--- src/rtl/rr_packet_arbiter.sv ---
// rtl/rr_packet_arbiter.sv - round-robin packet-locking arbiter driving a shared mux select
//
// Ports:
//   clk        rising-edge clock
//   rst        asynchronous active-high reset
//   req        per-source beat valid (bit i = mux input i)
//   last       per-source end-of-packet flag, used only with the granted source's transfer
//   ready_in   downstream accepts the mux output this cycle
//   select     registered binary mux select
//   grant      registered one-hot of select while locked, zero when idle
//   valid_out  mux output beat valid
//   ready_out  per-source accept, grant & ready_in
//   busy       high while a packet owns the datapath

module rr_packet_arbiter #(
  parameter int DEPTH     = 4,
  parameter int SEL_WIDTH = $clog2(DEPTH)
) (
  input  logic                 clk,
  input  logic                 rst,
  input  logic [DEPTH-1:0]     req,
  input  logic [DEPTH-1:0]     last,
  input  logic                 ready_in,
  output logic [SEL_WIDTH-1:0] select,
  output logic [DEPTH-1:0]     grant,
  output logic                 valid_out,
  output logic [DEPTH-1:0]     ready_out,
  output logic                 busy
);

  typedef enum logic {IDLE, LOCKED} state_t;

  state_t               state, state_nxt;
  logic [SEL_WIDTH-1:0] ptr, ptr_nxt, sel_nxt;
  logic [DEPTH-1:0]     grant_nxt;
  logic [SEL_WIDTH-1:0] idx, win;
  logic                 found;
  logic                 last_sel;
  logic                 xfer;

  // grant is zero outside LOCKED, so masking with it both selects the owner
  // and suppresses the handshakes while idle.
  assign valid_out = |(req & grant);
  assign last_sel  = |(last & grant);
  assign ready_out = grant & {DEPTH{ready_in}};
  assign xfer      = valid_out & ready_in;
  assign busy      = (state == LOCKED);

  // Scan ptr+1, ptr+2, ... wrapping at DEPTH-1 (not at 2^SEL_WIDTH) so that
  // non-power-of-two DEPTH never probes a nonexistent source.
  always_comb begin
    found = 1'b0;
    win   = '0;
    idx   = ptr;
    for (int k = 0; k < DEPTH; k++) begin
      idx = (idx == SEL_WIDTH'(DEPTH - 1)) ? '0 : idx + SEL_WIDTH'(1);
      if (!found && req[idx]) begin
        found = 1'b1;
        win   = idx;
      end
    end
  end

  always_comb begin
    state_nxt = state;
    sel_nxt   = select;
    ptr_nxt   = ptr;
    grant_nxt = grant;
    case (state)
      IDLE: begin
        if (found) begin
          state_nxt = LOCKED;
          sel_nxt   = win;
          grant_nxt = DEPTH'(1) << win;
        end
      end
      LOCKED: begin
        // Gaps and non-last beats keep the lock; only the owner's last beat releases it.
        if (xfer && last_sel) begin
          state_nxt = IDLE;
          ptr_nxt   = select;
          grant_nxt = '0;
        end
      end
      default: state_nxt = IDLE;
    endcase
  end

  always_ff @(posedge clk or posedge rst) begin
    if (rst) begin
      state  <= IDLE;
      select <= '0;
      ptr    <= SEL_WIDTH'(DEPTH - 1);
      grant  <= '0;
    end else begin
      state  <= state_nxt;
      select <= sel_nxt;
      ptr    <= ptr_nxt;
      grant  <= grant_nxt;
    end
  end

endmodule

--- config.mk ---
export PLATFORM = sky130hd
export DESIGN_NAME = rr_packet_arbiter
export DESIGN_NICKNAME = d
export VERILOG_FILES = /design/src/rtl/rr_packet_arbiter.sv
export SDC_FILE = /design/constraint.sdc
export NUM_CORES = 1
export LEC_CHECK = 0
export BUFFER_PORTS_ARGS = -buffer_cell sky130_fd_sc_hd__buf_4
export CORE_MARGIN = 2
export CORE_UTILIZATION = 40
export DETAILED_ROUTE_END_ITERATION = 8
export GPL_ROUTABILITY_DRIVEN = 0
export PLACE_DENSITY = 0.68
export SETUP_SLACK_MARGIN = 0.15
export SLEW_MARGIN = 40
export SYNTH_ARGS = -nofsm -noshare
export SYNTH_HDL_FRONTEND = slang
export SYNTH_SLANG_ARGS = --single-unit
--- constraint.sdc ---
create_clock -name clk -period 1.4 [get_ports clk]
set_input_delay 0.14 -clock clk [delete_from_list [all_inputs] [get_ports clk]]
set_output_delay 0.14 -clock clk [all_outputs]
set_load 0.02 [all_outputs]
==> flow_summary.html <==
<table>
<tr><th>Metric</th><th>Value</th></tr>
<tr><th colspan="2">Min path</th></tr>
<tr><td>Hold path start</td><td>req[2]</td></tr>
<tr><td>Tightest Hold Check Type</td><td>in2reg</td></tr>
<tr><td>Worst hold path cell count</td><td>2</td></tr>
<tr><td>Hold Path Sink</td><td>grant[2]</td></tr>
<tr><th colspan="2">Synth</th></tr>
<tr><td>Post-Synth XOR/XNOR Area</td><td>0%</td></tr>
<tr><td>Synth Area in Simple Gates</td><td>19.3%</td></tr>
<tr><td>Number of library cell types mapped by synthesis</td><td>27</td></tr>
<tr><td>Count of warnings emitted by yosys</td><td>0</td></tr>
<tr><td>Area fraction in compound gates after synthesis</td><td>29.5%</td></tr>
<tr><td>Top post-synthesis cells by area</td><td>sky130_fd_sc_hd__dfrtp_1 28%, sky130_fd_sc_hd__dfstp_2 8.4%, sky130_fd_sc_hd__a21oi_1 5.6%, sky130_fd_sc_hd__o21ai_0 5.6%, sky130_fd_sc_hd__and2_1 5.0%</td></tr>
<tr><td>Number of enable-type register cells in the synthesized netlist</td><td>0</td></tr>
<tr><td>Share of the yosys chip area belonging to registers</td><td>36.5%</td></tr>
<tr><td>Post-Synthesis Cells</td><td>70</td></tr>
<tr><td>Largest family of logic cells by synthesized area</td><td>compound AO/OA/AOI/OAI gates</td></tr>
<tr><td>Cell accounting for the most synthesized area</td><td>sky130_fd_sc_hd__dfrtp_1</td></tr>
<tr><td>Adder and majority cell fraction of the synthesized area</td><td>2.01%</td></tr>
<tr><td>Synth Cell Area</td><td>623 um2</td></tr>
<tr><td>Syn_nets</td><td>82</td></tr>
<tr><td>Prevailing post-synth register cell</td><td>sky130_fd_sc_hd__dfrtp_1</td></tr>
<tr><td>Mux contribution to synthesized area</td><td>4.22%</td></tr>
<tr><td>Number of storage elements in the synthesis netlist</td><td>9</td></tr>
<tr><td>FFs w/ async S/R, synth</td><td>100%</td></tr>
<tr><td>Area share of the largest cell type after synthesis</td><td>28.1%</td></tr>
<tr><td>Mapped Avg Cell Area</td><td>8.90 um2</td></tr>
<tr><th colspan="2">Setup path</th></tr>
<tr><td>Category of the most critical setup path</td><td>reg2reg</td></tr>
<tr><td>Length in cells of the worst reg-to-reg path</td><td>5</td></tr>
<tr><td>Worst Setup End Kind</td><td>flop</td></tr>
<tr><td>Data arrival time of the critical path</td><td>1660 ps</td></tr>
<tr><td>Startpoint Class</td><td>flop</td></tr>
<tr><td>RR Startpoint</td><td>ptr[0]</td></tr>
<tr><td>Endpoint required time on the critical path</td><td>1590 ps</td></tr>
<tr><td>Reg-to-reg slack, setup</td><td>-70 ps</td></tr>
<tr><td>Worst-path fanout max</td><td>9</td></tr>
<tr><td>R2R Path End</td><td>grant[3]</td></tr>
<tr><th colspan="2">GRT</th></tr>
<tr><td>GRT Total Usage</td><td>20.8%</td></tr>
<tr><td>Number of antenna violations at the first check in global routing</td><td>0</td></tr>
<tr><td>Maximum number of pins on one net before global-route repair</td><td>10</td></tr>
<tr><td>Wire length of the first global-routing pass</td><td>2.88 mm</td></tr>
<tr><td>GR Overflow Total</td><td>0</td></tr>
<tr><td>Vias in the first global route</td><td>641</td></tr>
<tr><th colspan="2">STA</th></tr>
<tr><td>Final Slew Violations</td><td>0</td></tr>
<tr><td>Setup violations, final</td><td>4</td></tr>
<tr><td>RSZ-0062 raised after global routing</td><td>yes</td></tr>
<tr><td>Hold_ws</td><td>247 ps</td></tr>
<tr><td>Worst Setup Slack, final</td><td>-70.4 ps</td></tr>
<tr><td>Hold violation count in the final report</td><td>0</td></tr>
<tr><td>Worst slew margin relative to its limit</td><td>77.3%</td></tr>
<tr><td>Transition at the pin with the smallest max-transition slack</td><td>340 ps</td></tr>
<tr><td>Crit share post-route</td><td>105%</td></tr>
<tr><td>Maximum frequency from static timing analysis</td><td>0.680 GHz</td></tr>
<tr><td>Worst setup skew after layout</td><td>2.47 ps</td></tr>
<tr><td>Final critical-path required period</td><td>1470 ps</td></tr>
<tr><th colspan="2">Die</th></tr>
<tr><td>Die Ht</td><td>43.5 um</td></tr>
<tr><td>Cell Rows</td><td>14</td></tr>
<tr><td>Initial standard-cell utilization of the core</td><td>41.8%</td></tr>
<tr><td>Top-level I/O count</td><td>23</td></tr>
<tr><td>Width of the die</td><td>43.5 um</td></tr>
<tr><td>Placeable core region</td><td>0.00149 mm2</td></tr>
<tr><td>Die outline area</td><td>0.00189 mm2</td></tr>
<tr><th colspan="2">Route</th></tr>
<tr><td>Sum of routed wire length over all layers</td><td>1.78 mm</td></tr>
<tr><td>TritonRoute pass-1 iters</td><td>4</td></tr>
<tr><td>Number of nets still failing antenna checks after routing</td><td>0</td></tr>
<tr><td>Via count</td><td>683</td></tr>
<tr><td>DRT met1 WL</td><td>753 um</td></tr>
<tr><td>DRC violation count after routing</td><td>0</td></tr>
<tr><td>Detailed-route vias per instance</td><td>5.69</td></tr>
<tr><td>Met2 routed WL</td><td>900 um</td></tr>
<tr><td>Avg WL per Cell</td><td>14.8 um</td></tr>
<tr><td>Met3 Wirelength</td><td>122 um</td></tr>
<tr><td>Max layer used</td><td>met3</td></tr>
<tr><td>Number of design-rule violations left by the first detailed-router iteration</td><td>15</td></tr>
<tr><th colspan="2">Run</th></tr>
<tr><td>Max-cap violations</td><td>0</td></tr>
<tr><th colspan="2">Layout</th></tr>
<tr><td>Count of inserted antenna diode cells</td><td>0</td></tr>
<tr><td>Utilization after layout</td><td>64.8%</td></tr>
<tr><td>Number of nets in the layout</td><td>117</td></tr>
<tr><td>Final cell count without fillers</td><td>120</td></tr>
<tr><td>Fraction of layout cells with a size suffix above 1</td><td>56.7%</td></tr>
<tr><td>Synth-to-layout area growth</td><td>54.8%</td></tr>
<tr><td>Final cell area excluding filler cells</td><td>965 um2</td></tr>
<tr><th colspan="2">CTS</th></tr>
<tr><td>Clock-pin slew of the registers on the worst-case setup and hold paths</td><td>70 ps</td></tr>
<tr><td>H-tree depth</td><td>1</td></tr>
<tr><td>Clock tree root buffer cell</td><td>sky130_fd_sc_hd__clkbuf_4</td></tr>
<tr><td>Number of clock buffers inserted by TritonCTS</td><td>3</td></tr>
<tr><td>CTS tree</td><td>done</td></tr>
<tr><td>Insertion delay to the later sink of the worst-skew pair</td><td>260 ps</td></tr>
<tr><td>Clock tree sinks</td><td>9</td></tr>
<tr><td>Longest Clk Path Bufs</td><td>2</td></tr>
<tr><th colspan="2">Placement</th></tr>
<tr><td>Count of buffers inserted at the top-level ports</td><td>22</td></tr>
<tr><td>Total cell area at the placement stage</td><td>857 um2</td></tr>
<tr><td>Post-DP HPWL</td><td>1.29 mm</td></tr>
<tr><td>Number of placed instances, taps included</td><td>112</td></tr>
<tr><th colspan="2">Power and ir drop</th></tr>
<tr><td>Worst VDD drop</td><td>1.32 mV</td></tr>
<tr><td>Pwr/cell area</td><td>2190 mW/mm2</td></tr>
<tr><td>Leakage Power</td><td>0.449 nW</td></tr>
<tr><th colspan="2">Run status</th></tr>
<tr><td>Violations in the final reports</td><td>setup timing</td></tr>
<tr><td>Run status</td><td>finished, violations left</td></tr>
</table>
-- cell usage in the layout, fill, tap and decap left out, types with 2 or more instances in the layout --
master / instances
sky130_fd_sc_hd__buf_6: 3
sky130_fd_sc_hd__or3_1: 2
sky130_fd_sc_hd__a22oi_2: 2
sky130_fd_sc_hd__o21ai_2: 2
sky130_fd_sc_hd__o21ai_0: 3
sky130_fd_sc_hd__a21oi_1: 6
sky130_fd_sc_hd__a32o_1: 2
sky130_fd_sc_hd__nand2_1: 6
sky130_fd_sc_hd__dfstp_2: 2
sky130_fd_sc_hd__inv_1: 3
sky130_fd_sc_hd__nand2_2: 2
sky130_fd_sc_hd__buf_4: 31
sky130_fd_sc_hd__dfrtp_2: 2
sky130_fd_sc_hd__dfrtp_1: 5
sky130_fd_sc_hd__a22oi_1: 2
sky130_fd_sc_hd__and2_1: 4
sky130_fd_sc_hd__mux2_4: 2
sky130_fd_sc_hd__o31ai_1: 2
sky130_fd_sc_hd__clkbuf_4: 3
sky130_fd_sc_hd__o21ai_1: 2
-- cells in the mapped netlist (all sizes together) (2+ instances only) --
| cell type | n |
|---|---|
| nand2 | 8 |
| a21oi | 7 |
| dfrtp | 7 |
| o21ai | 7 |
| and2 | 5 |
| buf | 5 |
| a22oi | 4 |
| inv | 4 |
| a32o | 2 |
| dfstp | 2 |
| mux2 | 2 |
| o21a | 2 |
| o31ai | 2 |
| or3 | 2 |
-- per-layer routing --
layer	GRT usage, %	vias to the layer above
met3	3.33	0
met5	0	-
met2	37.9	27
met4	7.27	0
li1	-	326
met1	24.6	330
-- stage by stage --
step | worst slack [ps] | total power [W] | TNS (ps)
global placement | -53.8 | 0.00171 | -96.7
finish | -70.4 | 0.00211 | -116
floorplan | -53.6 | 0.00129 | -162
global route | -98.5 | 0.00226 | -335
CTS | -66.1 | 0.00210 | -147
detailed placement | -82.0 | 0.00173 | -125
-- worst max-delay path by stage --
stage / startpoint / cells after the start / slack (ps) / to
after floorplan: ptr[0] / 6 / -50 / grant[0]
after global placement: ptr[0] / 5 / -50 / grant[2]
after detailed placement: ptr[0] / 5 / -80 / grant[2]
after CTS: ptr[0] / 5 / -70 / grant[3]
after global routing: ptr[0] / 5 / -100 / grant[3]
final: ptr[0] / 5 / -70 / grant[3]
-- state kept, by name, indices dropped and copies added (netlist names) --
name and count:
select 2, busy 1, grant 4, ptr 2
-- worst max-delay path: stages, from the launching register on --
cell and delay [ps]:
sky130_fd_sc_hd__dfstp_2 570, sky130_fd_sc_hd__ha_4 190, sky130_fd_sc_hd__inv_2 50, sky130_fd_sc_hd__or3_1 320, sky130_fd_sc_hd__a21oi_2 130, sky130_fd_sc_hd__a32o_1 140
-- final cells by class --
cell class              instances  area [um2]
multi-input cells              52         395
well taps                      16        20.0
repair buffers                 35         277
fillers                       138         524
inverters                       4        15.0
flip-flops and latches          9         230
clock buffers                   3        22.5
clock inverters                 1        5.00
-- power by group --
group	switching [W]	internal, W	total, W	leakage, nW
Clock	0.0000980	0.000106	0.000203	0.0177
Sequential	0.000137	0.000399	0.000536	0.105
Combinational	0.000666	0.000708	0.00137	0.327
Total	0.000900	0.00121	0.00211	0.449
-- what timing repair did --
action,4_1_cts,5_1_grt
setup buffers,3,0
hold buffers,1,0
pin swaps,7,0
hold endpoints to repair,7,0
resized for setup,11,3
setup endpoints to repair,10,11
-- logic make-up after synthesis --
logic type / after synthesis
multiplexers: 2
AO/OA/AOI/OAI: 28
buffers and inverters: 9
adder cells (fa/ha/maj): 1
AND/OR/NAND/NOR: 21
flip-flops: 9
No activity file was read; power rests on OpenSTA's default activity.
